File: src/rtl/mips_retire_monitor_pkg.sv
// Shared definitions for the retire monitor: FSM encoding, special instruction encodings,
// and the small arithmetic helpers used by the counters and the signature fold.
package mips_retire_monitor_pkg;

   localparam logic [1:0] ST_IDLE    = 2'd0;
   localparam logic [1:0] ST_RUN     = 2'd1;
   localparam logic [1:0] ST_HALTED  = 2'd2;
   localparam logic [1:0] ST_TIMEOUT = 2'd3;

   // beq $0,$0,-1 : a branch that targets itself
   localparam logic [31:0] SELF_BRANCH = 32'h1000FFFF;
   localparam logic [31:0] SYSCALL     = 32'h0000000C;

   function automatic logic [31:0] sat_inc32(input logic [31:0] v);
      return (v == 32'hFFFFFFFF) ? v : v + 32'd1;
   endfunction

   function automatic logic [31:0] sig_fold(input logic [31:0] sig,
                                            input logic [4:0]  addr,
                                            input logic [31:0] data);
      return {sig[30:0], sig[31]} ^ data ^ {27'b0, addr};
   endfunction

endpackage

File: src/rtl/mips_sig_accum.sv
// Rolling writeback signature: rotate-left-by-one, then xor in data and destination index.
// Qualification (state, $0 filtering) is done by the caller through en.
module mips_sig_accum
   import mips_retire_monitor_pkg::*;
(
   input  logic        clk,
   input  logic        rst,
   input  logic        en,
   input  logic [4:0]  addr,
   input  logic [31:0] data,
   output logic [31:0] sig
);

   logic [31:0] sig_q;
   logic [31:0] sig_d;

   always_comb begin
      sig_d = sig_q;
      if (en) begin
         sig_d = sig_fold(sig_q, addr, data);
      end
   end

   always_ff @(posedge clk) begin
      if (rst) begin
         sig_q <= 32'd0;
      end else begin
         sig_q <= sig_d;
      end
   end

   assign sig = sig_q;

endmodule

File: src/rtl/mips_retire_monitor.sv
// Watches the single-cycle core's retire/writeback stream, decides when the program has ended
// (syscall, self-branch loop, or watchdog) and keeps cycle/retire counts plus a writeback signature.
module mips_retire_monitor
   import mips_retire_monitor_pkg::*;
#(
   parameter int          MAX_CYCLES = 1000,
   parameter int          SELF_LOOPS = 2,
   parameter logic [31:0] HALT_INSTR = 32'h0000000C
) (
   input  logic        clk,
   input  logic        rst,
   input  logic        retire_valid,
   input  logic [31:0] retire_pc,
   input  logic [31:0] retire_instr,
   input  logic        wb_en,
   input  logic [4:0]  wb_addr,
   input  logic [31:0] wb_data,
   output logic        done,
   output logic        timeout,
   output logic [31:0] halt_pc,
   output logic [31:0] cycle_cnt,
   output logic [31:0] retire_cnt,
   output logic [31:0] signature
);

   logic [1:0]  state_q, state_d;
   logic [31:0] cycle_q, cycle_d;
   logic [31:0] retire_q, retire_d;
   logic [31:0] loop_pc_q, loop_pc_d;
   logic [31:0] loop_cnt_q, loop_cnt_d;
   logic [31:0] halt_pc_q, halt_pc_d;
   logic        done_q, done_d;
   logic        timeout_q, timeout_d;
   logic        active;
   logic        halt_det;

   // The first valid retirement seen in IDLE is already treated as a RUN cycle.
   assign active = (state_q == ST_RUN) || ((state_q == ST_IDLE) && retire_valid);

   always_comb begin
      state_d    = state_q;
      cycle_d    = cycle_q;
      retire_d   = retire_q;
      loop_pc_d  = loop_pc_q;
      loop_cnt_d = loop_cnt_q;
      halt_pc_d  = halt_pc_q;
      done_d     = done_q;
      timeout_d  = timeout_q;
      halt_det   = 1'b0;
      if (active) begin
         state_d = ST_RUN;
         cycle_d = sat_inc32(cycle_q);
         if (retire_valid) begin
            retire_d = sat_inc32(retire_q);
            if (retire_instr == SELF_BRANCH) begin
               if ((loop_cnt_q != 32'd0) && (retire_pc == loop_pc_q)) begin
                  loop_cnt_d = sat_inc32(loop_cnt_q);
               end else begin
                  loop_cnt_d = 32'd1;
                  loop_pc_d  = retire_pc;
               end
            end else begin
               loop_cnt_d = 32'd0;
            end
            halt_det = (retire_instr == HALT_INSTR) ||
                       ((retire_instr == SELF_BRANCH) && (loop_cnt_d >= 32'(SELF_LOOPS)));
         end
         // A halt on the watchdog's final cycle still counts as a clean finish.
         if (halt_det) begin
            state_d   = ST_HALTED;
            done_d    = 1'b1;
            halt_pc_d = retire_pc;
         end else if (cycle_d >= 32'(MAX_CYCLES)) begin
            state_d   = ST_TIMEOUT;
            timeout_d = 1'b1;
         end
      end
   end

   always_ff @(posedge clk) begin
      if (rst) begin
         state_q    <= ST_IDLE;
         cycle_q    <= 32'd0;
         retire_q   <= 32'd0;
         loop_pc_q  <= 32'd0;
         loop_cnt_q <= 32'd0;
         halt_pc_q  <= 32'd0;
         done_q     <= 1'b0;
         timeout_q  <= 1'b0;
      end else begin
         state_q    <= state_d;
         cycle_q    <= cycle_d;
         retire_q   <= retire_d;
         loop_pc_q  <= loop_pc_d;
         loop_cnt_q <= loop_cnt_d;
         halt_pc_q  <= halt_pc_d;
         done_q     <= done_d;
         timeout_q  <= timeout_d;
      end
   end

   mips_sig_accum u_sig (
      .clk  (clk),
      .rst  (rst),
      .en   (active && wb_en && (wb_addr != 5'd0)),
      .addr (wb_addr),
      .data (wb_data),
      .sig  (signature)
   );

   assign done       = done_q;
   assign timeout    = timeout_q;
   assign halt_pc    = halt_pc_q;
   assign cycle_cnt  = cycle_q;
   assign retire_cnt = retire_q;

endmodule
File: config.mk
export PLATFORM = sky130hd
export DESIGN_NAME = mips_retire_monitor
export DESIGN_NICKNAME = d
export VERILOG_FILES = /design/src/rtl/mips_retire_monitor_pkg.sv /design/src/rtl/mips_sig_accum.sv /design/src/rtl/mips_retire_monitor.sv
export SDC_FILE = /design/constraint.sdc
export NUM_CORES = 1
export LEC_CHECK = 0
export BUFFER_PORTS_ARGS = -buffer_cell sky130_fd_sc_hd__buf_4
export CAP_MARGIN = 20
export CELL_PAD_IN_SITES_DETAIL_PLACEMENT = 2
export CELL_PAD_IN_SITES_GLOBAL_PLACEMENT = 2
export CORE_ASPECT_RATIO = 1.25
export CORE_MARGIN = 5
export CORE_UTILIZATION = 34
export DETAILED_ROUTE_END_ITERATION = 12
export GPL_TIMING_DRIVEN = 0
export HOLD_SLACK_MARGIN = 0.08
export PLACE_DENSITY_LB_ADDON = 0.2
export SETUP_SLACK_MARGIN = 0.1
export SLEW_MARGIN = 20
export SYNTH_ARGS = -nofsm -noshare
export SYNTH_HDL_FRONTEND = slang
export SYNTH_SLANG_ARGS = --single-unit
File: constraint.sdc
create_clock -name clk -period 6.8 [get_ports clk]
set_clock_uncertainty 0.05 [all_clocks]
set_input_delay 1.36 -clock clk [delete_from_list [all_inputs] [get_ports clk]]
set_output_delay 1.36 -clock clk [all_outputs]
set_load 0.01 [all_outputs]
After elaboration in Yosys (flattened, before gate mapping)
Cells that the tools add are included.

Word-level logic and storage cells: 51. Bits in latches: 0. RAM bits: 0. Bits in read-only memories: 0. Input port bits: 105. Output and inout port bits: 130. Register bits: 196. Memories: 0.

Magnitude comparators: 2. Bitwise logic cells: 5. Div/mod/pow operators: 0. $mul: 0. Reductions and logical operators: 15. Shifts and indexed selects: 0. Multiplexer cells: 10. Add/subtract/negate cells: 3. Equality and inequality tests: 7.

Operators with widths (count): 32-bit two-way mux (6); 32-bit by 1-bit adder with 32-bit output, second input constant (3); 32-bit equality test, second input constant (3); 32-bit by 29-bit equality test with 1-bit output, second input constant (1); 32-bit equality test (1); 32-bit by 4-bit equality test with 1-bit output, second input constant (1); 32-bit by 10-bit greater-or-equal comparator with 1-bit output, second input constant (1); 32-bit by 2-bit greater-or-equal comparator with 1-bit output, second input constant (1); 32-bit nonzero test (1); 32-bit XOR (1); 32-bit by 5-bit XOR with 32-bit output (1); 3-bit AND reduction (2); 1-bit logical AND (5); 5-bit nonzero test (1); 2-bit two-way mux (2); 2-bit AND reduction (2); 4-bit AND reduction (1); 1-bit NOT (3); 2-bit by 1-bit equality test with 1-bit output, second input constant (1); 2-bit zero test (1); 1-bit logical OR (2); 1-bit two-way mux (2).

Longest topological paths before layout
Gate-level depths: netlist (run 1).

Depth in word-level cells: 13. Depth in mapped cells: 11.

Hierarchy
From an unflattened synthesis (run 1), not the netlist that was laid out.

Cell total of the unflattened synthesis: 1309. Area, all modules: 10794.1 µm².

Modules (own cells, without submodules): mips_retire_monitor (area each 9293.9 µm², times used 1, sequential area each 3283.1 µm², cells each 1171); mips_sig_accum (area each 1500.2 µm², times used 1, sequential area each 640.6 µm², cells each 138).

Least setup slack after synthesis (run 1)
Ideal clock, no wire load.

Kind: input-to-reg. Start point: in retire_instr[17]. End point: reg halt_pc_q[0] (netlist: halt_pc[0]). Data required time: 6678 ps. Path slack: 3152 ps. Data arrival time: 3526 ps. Stages on the path: 9. Path through: nor4_1 nand3_1 nor4b_2 or4b_1 nand2b_1 nand2_1 a21oi_4 buf_6 mux2i_1.

Word-level cells in the longest chain between the ends: 10. Elaborated cells between the ends (all ways): 11. Classes of those cells: order compare: 1; eq/ne: 2; mux: 5; reduce/logical: 3.

Ends and longest elaborated chain: start: declaration (RTL line mips_retire_monitor.sv:14) `input logic [31:0] retire_instr,`; 32-bit by 29-bit equality test with 1-bit output (RTL line mips_retire_monitor.sv:55, mips_retire_monitor.sv:66); 32-bit two-way mux (RTL line mips_retire_monitor.sv:55) `if (retire_instr == SELF_BRANCH) begin`; 32-bit two-way mux (RTL line mips_retire_monitor.sv:53) `if (retire_valid) begin`; 32-bit two-way mux (RTL line mips_retire_monitor.sv:50) `if (active) begin`; 32-bit by 2-bit greater-or-equal comparator with 1-bit output (RTL line mips_retire_monitor.sv:66) `((retire_instr == SELF_BRANCH) && (loop_cnt_d >= 32'(SELF_LOOPS)));`; 1-bit logical AND (RTL line mips_retire_monitor.sv:66); 1-bit logical OR * (RTL line mips_retire_monitor.sv:65) `halt_det = (retire_instr == HALT_INSTR) ||`; 1-bit two-way mux * (RTL line mips_retire_monitor.sv:53); 1-bit two-way mux * (RTL line mips_retire_monitor.sv:50); 2-bit AND reduction (no source line) *; end signal: assignment (RTL line mips_retire_monitor.sv:96) `halt_pc_q <= halt_pc_d;`; end: declaration (RTL line mips_retire_monitor.sv:31) `logic [31:0] halt_pc_q, halt_pc_d;`.

Mark *: on every way between the ends. The rest lies on a longest branch, timed or not. The select of a mux whose other input is x is not followed. A chain may end at the register's enable or synchronous reset.

Final worst setup path (run 1)
Start point: in retire_pc[20]. End point: reg loop_cnt_q[1].

Word-level cells in the longest chain between the ends: 6.

Ends and longest elaborated chain: start: declaration (RTL line mips_retire_monitor.sv:13) `input logic [31:0] retire_pc,`; 32-bit equality test (RTL line mips_retire_monitor.sv:56) `if ((loop_cnt_q != 32'd0) && (retire_pc == loop_pc_q)) begin`; 1-bit logical AND (RTL line mips_retire_monitor.sv:56); 32-bit two-way mux (RTL line mips_retire_monitor.sv:56); 32-bit two-way mux (RTL line mips_retire_monitor.sv:55); 32-bit two-way mux (RTL line mips_retire_monitor.sv:53); 32-bit two-way mux (RTL line mips_retire_monitor.sv:50); end signal: assignment (RTL line mips_retire_monitor.sv:95) `loop_cnt_q <= loop_cnt_d;`; end: declaration (RTL line mips_retire_monitor.sv:30) `logic [31:0] loop_cnt_q, loop_cnt_d;`.

No other way between the ends. The select of a mux whose other input is x is not followed.

==> run metrics, run 1 <==
HP Start halt_pc[17]; ys async rst share 0%; initial core utilization 34.4%; setup bufs post-CTS 0; 1st-pass router iterations 5; endpoint class of the critical path flop; Root Driver clkbuf_16; Die X 168 um; number of synthesized flops with an enable pin 0; Max Freq 0.233 GHz; register share of total power 48.1%; R2R setup slack 3.02 ns; switching power 0.694 mW; Worst Tran Pin Value 0.851 ns; Post-Syn Instances 1307; top cells by count, synth dfxtp_1, nor2_1, nand2_1; Remaining DRCs 0; CTS Hold Buffers Added 0; Fin Setup TNS 0 ns; Layout Nets 1668; grt ovf 0; wire length of the first global-routing pass 68100 um; layout cells sized above 1 20.8%; Final Cycle Share 63.0%; Final Util 43.6%; port bufs 233; worst hold path endpoint halt_pc[17]; Area contributors post-synth dfxtp_1, mux2i_1, xnor2_1; insertion delay to the later sink of the worst-skew pair 0.45 ns; critical path required time 7.13 ns; largest net degree at the start of global routing 20; Fillers 3557; Die ar. 0.0350 sq mm; starting DRC count in detailed routing 441; die height 208 um; hold depth 2; leak pwr 5.34 nW; CTS tree done; most common cell in the netlist dfxtp_1; DR WL/cell 21.9 um; Avg Cell Area, Syn 8.16 sq um; Post-DRT Antenna Nets 0; RSZ-0062 raised after global routing no; vias in the first global route 12171; register area share after synthesis 36.8%; endpoints failing hold 0; Total GRT Usage 24.2%; Via-to-Cell Ratio 5.54; synthesis-to-finish area growth 26.7%; Synth cell types 77; clock period minus worst slack 4.28 ns; Std-Cell Core Area 0.0310 sq mm; Reg clk slew, reported paths 0.09 ns; antenna violations before repair 1; htree depth 4; Slew Viols, Final 0; CP Max Fanout 9; row cnt 72; routed via count 10978; R2R cell count 10; Yosys reg bits 196; syn_nets 1416; RR Endpoint halt_pc[31]; post-CTS sizing 0; CTS Buf Count 17; status complete, no violations; post-synth top area share 36.8%; combinational fraction of design power 10.3%; # setup viols final 0; CTS Sinks 196; Worst setup SP type input port; GP Congestion 0.853; worst r2r src loop_cnt_q[0]; Worst Setup SP retire_pc[20]; part of the power in the clock network 41.5%; Max Cap Viol 0; Total Wirelength 43300 um; cell taking the most area after synthesis dfxtp_1; arrival time worst endpoint 4.62 ns; Main synth FF type dfxtp_1; Cell Area, Synth 0.0107 sq mm; yosys warns 0; IO Count 235; Worst Hold Class flop to flop; type of the worst setup path input port to flop; worst vdd ir 0.000120 V; Sw Ratio 28.0%; Pint 1.79 mW; CTS max path bufs 2; Slew headroom 42.8%; Cell Pwr Density 184 mW/mm^2; Detail Placement HPWL 32300 um
routing by layer:
metal | track usage, % | up-vias | wire length (um)
met4 | 8.09 | 0 | 1280
li1 | - | 5160 | -
met3 | 5.24 | 73 | 1950
met2 | 44.0 | 235 | 22500
met1 | 27.9 | 5510 | 17600
met5 | 0 | - | 0
worst max-delay path by stage:
stage,end,slack (ns),depth (start not counted)
after floorplan,halt_pc[0],3.15,9
after global placement,loop_cnt_q[26],2.30,9
after detailed placement,loop_cnt_q[3],2.21,10
after CTS,loop_cnt_q[1],2.62,10
after global routing,loop_cnt_q[26],2.35,10
final,loop_cnt_q[1],2.52,9
final cells by class:
class,count,area (sq um),area share (%)
Multi-Input combinational cell,1005,6290,46.6
Sequential cell,196,3920,29.1
Timing Repair Buffer,233,1750,13.0
Tap cell,407,509,3.77
Clock buffer,19,443,3.28
Buffer,89,390,2.89
Clock inverter,13,134,0.991
Inverter,17,63.8,0.473
Antenna cell,1,2.50,0.0185
sequential cells by signal (all words and copies together), names as in the netlist:
name and flops:
state_q 2, halt_pc 32, retire_cnt 32, loop_cnt_q 32, done 1, cycle_cnt 32
timeout 1, loop_pc_q 32, u_sig.sig 32
layout by cell type (no fill, tap or decap), drive strengths merged, types with 4 or more instances in the layout:
| master | synthesis | final |
|---|---|---|
| a2111oi | 4 | 4 |
| a211oi | 35 | 35 |
| a21o | 4 | 4 |
| a21oi | 63 | 63 |
| a31oi | 11 | 11 |
| and2 | 12 | 12 |
| and3 | 17 | 17 |
| and4 | 19 | 19 |
| buf | 32 | 265 |
| clkbuf | 57 | 76 |
| dfxtp | 196 | 196 |
| ha | 4 | 4 |
| inv | 16 | 25 |
| mux2i | 71 | 71 |
| nand2 | 142 | 142 |
| nand3 | 46 | 46 |
| nand3b | 4 | 4 |
| nand4 | 51 | 51 |
| nand4b | 6 | 6 |
| nor2 | 167 | 167 |
| nor3 | 31 | 31 |
| nor4 | 38 | 38 |
| o211ai | 4 | 4 |
| o21a | 5 | 5 |
| o21ai | 54 | 54 |
| o31ai | 7 | 7 |
| or2 | 7 | 7 |
| or3 | 30 | 30 |
| or4 | 4 | 4 |
| xnor2 | 73 | 73 |
| xor2 | 56 | 56 |
critical path, stage by stage:
cell and delay, ns:
buf_4 0.12, xor2_1 0.16, nor4_1 0.47, nand4_1 0.25, nor3_1 0.69, nand3_1 0.72
nor2_1 0.55, a22oi_1 0.18, nor2_1 0.11
cells by family (layout without fill, tap and decap cells):
kind of cell	count (synthesis)	count (layout)	share of synthesized area, %
buffers and inverters	106	371	4.26
AND/OR/NAND/NOR	588	588	28.3
AO/OA/AOI/OAI	212	212	12.8
XOR/XNOR	129	129	10.6
multiplexers	72	72	6.77
other	0	1	0
adder cells (fa/ha/maj)	4	4	0.469
flip-flops	196	196	36.8
metrics by stage:
step	hold WS, ns	cells	worst slack [ns]	cell area, sq um	power (mW)
2_1_floorplan	0.421	1307	3.15	10700	1.33
3_3_place_gp	0.394	1947	2.30	12900	1.47
3_5_place_dp	0.403	1947	2.21	12900	1.48
4_1_cts	0.416	1979	2.62	13500	2.51
5_1_grt	0.434	1980	2.35	13500	2.57
6_report	0.413	1980	2.52	13500	2.48
power by group through the flow:
stage / clock network, mW / registers (mW) / logic, mW
5_1_grt: 1.09 / 1.20 / 0.278
6_report: 1.03 / 1.19 / 0.256
4_1_cts: 1.05 / 1.19 / 0.260
3_5_place_dp: 0 / 1.22 / 0.255
2_1_floorplan: 0 / 1.23 / 0.106
3_3_place_gp: 0 / 1.22 / 0.247
Note: power is estimated with default switching activity, not from simulation.
==> inputs of run 2 (changes only) <==
--- a/config.mk
+++ b/config.mk
@@ -5,13 +5,14 @@
 export SDC_FILE = /design/constraint.sdc
 export NUM_CORES = 1
 export LEC_CHECK = 0
+export ABC_AREA = 1
 export BUFFER_PORTS_ARGS = -buffer_cell sky130_fd_sc_hd__buf_4
 export CAP_MARGIN = 20
 export CELL_PAD_IN_SITES_DETAIL_PLACEMENT = 2
 export CELL_PAD_IN_SITES_GLOBAL_PLACEMENT = 2
 export CORE_ASPECT_RATIO = 1.25
 export CORE_MARGIN = 5
-export CORE_UTILIZATION = 34
+export CORE_UTILIZATION = 29
 export DETAILED_ROUTE_END_ITERATION = 12
 export GPL_TIMING_DRIVEN = 0
 export HOLD_SLACK_MARGIN = 0.08
==> constraint.sdc (replaced) <==
create_clock -name clk -period 4 [get_ports clk]
set_clock_uncertainty 0.05 [all_clocks]
set_input_delay 0.8 -clock clk [delete_from_list [all_inputs] [get_ports clk]]
set_output_delay 0.8 -clock clk [all_outputs]
set_load 0.01 [all_outputs]
==> run 2 against run 1 <==
  * Area after synthesis up 7.1%
  * Setup slack lost 2.1 ns
  * Sequential share of layout area decreased by 1.9 points
  * Register-to-register slack got worse by 2.6 ns
  * Highest routed layer unchanged
==> run metrics, run 2 <==
antenna violations before repair 0 (-1); Max Cap Viol 0 (unchanged); Worst Tran Pin Value 0.854 ns (+0.00362 ns); leak pwr 6.01 nW (+13%); DR WL/cell 19.8 um (-9.5%); endpoints failing hold 0 (unchanged); largest family of logic cells by synthesized area simple AND/OR/NAND/NOR gates; most common cell in the netlist nand2_1; number of synthesized flops with an enable pin 0 (unchanged); Antenna diodes 0 (-1); register area share after synthesis 34.4% (-2.4 points); synthesis-to-finish area growth 26.4%; htree depth 4 (unchanged); arrival time worst endpoint 3.87 ns (-0.75 ns); setup bufs post-CTS 0 (unchanged); post-synth top area share 34.4% (-2.4 points); vias in the first global route 14466 (+19%); Fin Setup TNS 0 ns (unchanged); most frequent cells in the layout nand2_1, nor2_1, buf_4; GP Congestion 0.862 (+1.1%); most common cell after layout, fill and taps aside nand2_1; Fillers 4843 (+36%); CTS Hold Buffers Added 0 (unchanged); grt ovf 0 (unchanged); type of the worst setup path flop to flop; fin area 0.0144 sq mm (+6.8%); endpoint class of the critical path flop; largest net degree at the start of global routing 20 (unchanged); Worst Hold Class flop to flop; Post-Syn Instances 1793 (+37%); Slew Viols, Final 0 (unchanged); Die ar. 0.0435 sq mm (+24%); Reg clk slew, reported paths 0.09 ns (about the same); Simple-Gate Fraction of Synth Area 35.6% (+7.3 points); Total GRT Usage 23.0% (-1.2 points); clock period minus worst slack 3.56 ns; Total Wirelength 50600 um (+17%); Cell Pwr Density 352 mW/mm^2 (+91%); Root Driver clkbuf_16; Std-Cell Core Area 0.0390 sq mm (+26%); Worst setup SP type flop; worst vdd ir 0.000280 V (+130%); Remaining DRCs 0 (unchanged); IO Count 235 (unchanged); Cell Area, Placed 0.0138 sq mm (+6.8%); CTS Buf Count 17 (unchanged); top cells by count, synth nand2_1, nor2_1, inv_1; wire length of the first global-routing pass 79600 um (+17%); Slew headroom 43.0% (+0.23 points); critical path required time 4.31 ns (-2.82 ns); Avg Cell Area, Syn 6.37 sq um (-22%); Place WS 0.245 ns (-1.97 ns); Adder-Cell Fraction of Synth Area 0.438% (-0.031 points); ys async rst share 0% (unchanged); starting DRC count in detailed routing 461 (+4.5%); Die X 187 um (+11%); Post-DRT Antenna Nets 0 (unchanged); RSZ-0062 raised after global routing no; Cell Area, Synth 0.0114 sq mm (+7.1%); Via-to-Cell Ratio 5.11 (-7.8%); die height 232 um (+11%); Main synth FF type dfxtp_1; initial core utilization 29.3% (-5.1 points); R2R setup slack 0.44 ns (-2.58 ns); CTS max path bufs 2 (unchanged); syn_nets 1902 (+34%); insertion delay to the later sink of the worst-skew pair 0.47 ns (+0.02 ns); Area contributors post-synth dfxtp_1, nand2_1, nor2_1; CTS tree done; 1st-pass router iterations 4 (-1); worst hold slack 0.416 ns (+0.00327 ns); xor and xnor area share after synthesis 4.37% (-6.2 points); Detail Placement HPWL 40200 um (+24%); yosys warns 0 (unchanged); # setup viols final 0 (unchanged); Layout Nets 2154 (+29%); Max Freq 0.281 GHz; Final Cycle Share 89.0%; CTS Sinks 196 (unchanged); Synth cell types 42 (-45%); multiplexer area fraction after synthesis 0% (-6.8 points); Yosys reg bits 196 (unchanged); fin worst setup slack 0.438 ns (-2.08 ns); layout cells sized above 1 16.6% (-4.2 points); routed via count 13061 (+19%); status complete, no violations; Compound-Gate Fraction of Synth Area 15.4% (+2.6 points); row cnt 81 (+13%); port bufs 233 (unchanged); cell taking the most area after synthesis dfxtp_1; CP Max Fanout 10 (+1); post-CTS sizing 0 (unchanged)
[run 2: cell types whose count changed in the layout (fill, tap and decap cells not counted), sizes merged, moves of 25 or more]
cell and delta:
nor2 +135, nand3 +93, nand4 -28, mux2i -71
xnor2 -36, o21ai +46, a21oi +50, a211oi +27
nand2 +277, xor2 -36, inv +190, or3 -28
nor3 +25, nor4 -32
[run 2: final timing paths]
| kind | endpoint | depth (start not counted) | startpoint |
|---|---|---|---|
| max | halt_pc[21] | 18 | loop_cnt_q[0] |
| min | done | 2 | done |
| max reg2reg | halt_pc[21] | 18 | loop_cnt_q[0] |
| min reg2reg | done | 2 | done |
[run 2: cell families after synthesis]
kind of cell / Yosys count
and+or+nand+nor: 965
AOI/OAI and AO/OA: 291
xor gates and xnor gates: 57
adders and majority gates: 4
buffers and inverters: 280
DFF: 196
[run 2: per-stage QoR]
stage / total power, mW / util, % / std cells
after floorplan: 2.70 / - / 1793
after global placement: 3.13 / 35.3 / 2524
after detailed placement: 3.17 / 35.3 / 2524
after CTS: 5.14 / 37.0 / 2556
after global routing: 5.32 / 37.0 / 2556
final: 5.07 / 37.0 / 2556
[run 2: worst max-delay path, stage by stage (launching register included)]
cell	delay, ns
dfxtp_1	0.56
inv_1	0.13
ha_1	0.22
nand3_1	0.10
nor2_1	0.05
nand2_1	0.16
inv_1	0.07
nand2_1	0.07
nand3_1	0.10
nor3_1	0.58
buf_2	0.33
o21ai_0	0.11
nand3_1	0.15
nor2_1	0.10
nand3_2	0.15
buf_2	0.27
nand3_1	0.13
nand2_1	0.09
nor2_1	0.04
[run 2: layer usage]
layer	vias up	share of wire, %	routed length, um	GRT usage (%)
li1	6306	-	-	-
met5	-	0	0	0
met4	0	3.8	1910	9.68
met2	274	51	25700	42.3
met3	86	4.7	2390	5.16
met1	6395	41	20500	25.4
[run 2: final cells by class]
cell class | instances | area, sq um | share of cell area [%]
inverters | 208 | 781 | 5.41
multi-input cells | 1317 | 6380 | 44.2
flip-flops and latches | 196 | 3920 | 27.2
clock inverters | 15 | 211 | 1.47
plain buffers | 72 | 339 | 2.35
repair buffers | 233 | 1750 | 12.1
clock buffers | 17 | 425 | 2.95
well taps | 498 | 623 | 4.32
[run 2: where the power goes]
group	total, mW	internal [mW]	switching (mW)
combinational	0.910	0.361	0.549
sequential	2.21	2.06	0.150
clock	1.96	1.02	0.938
total	5.07	3.44	1.64
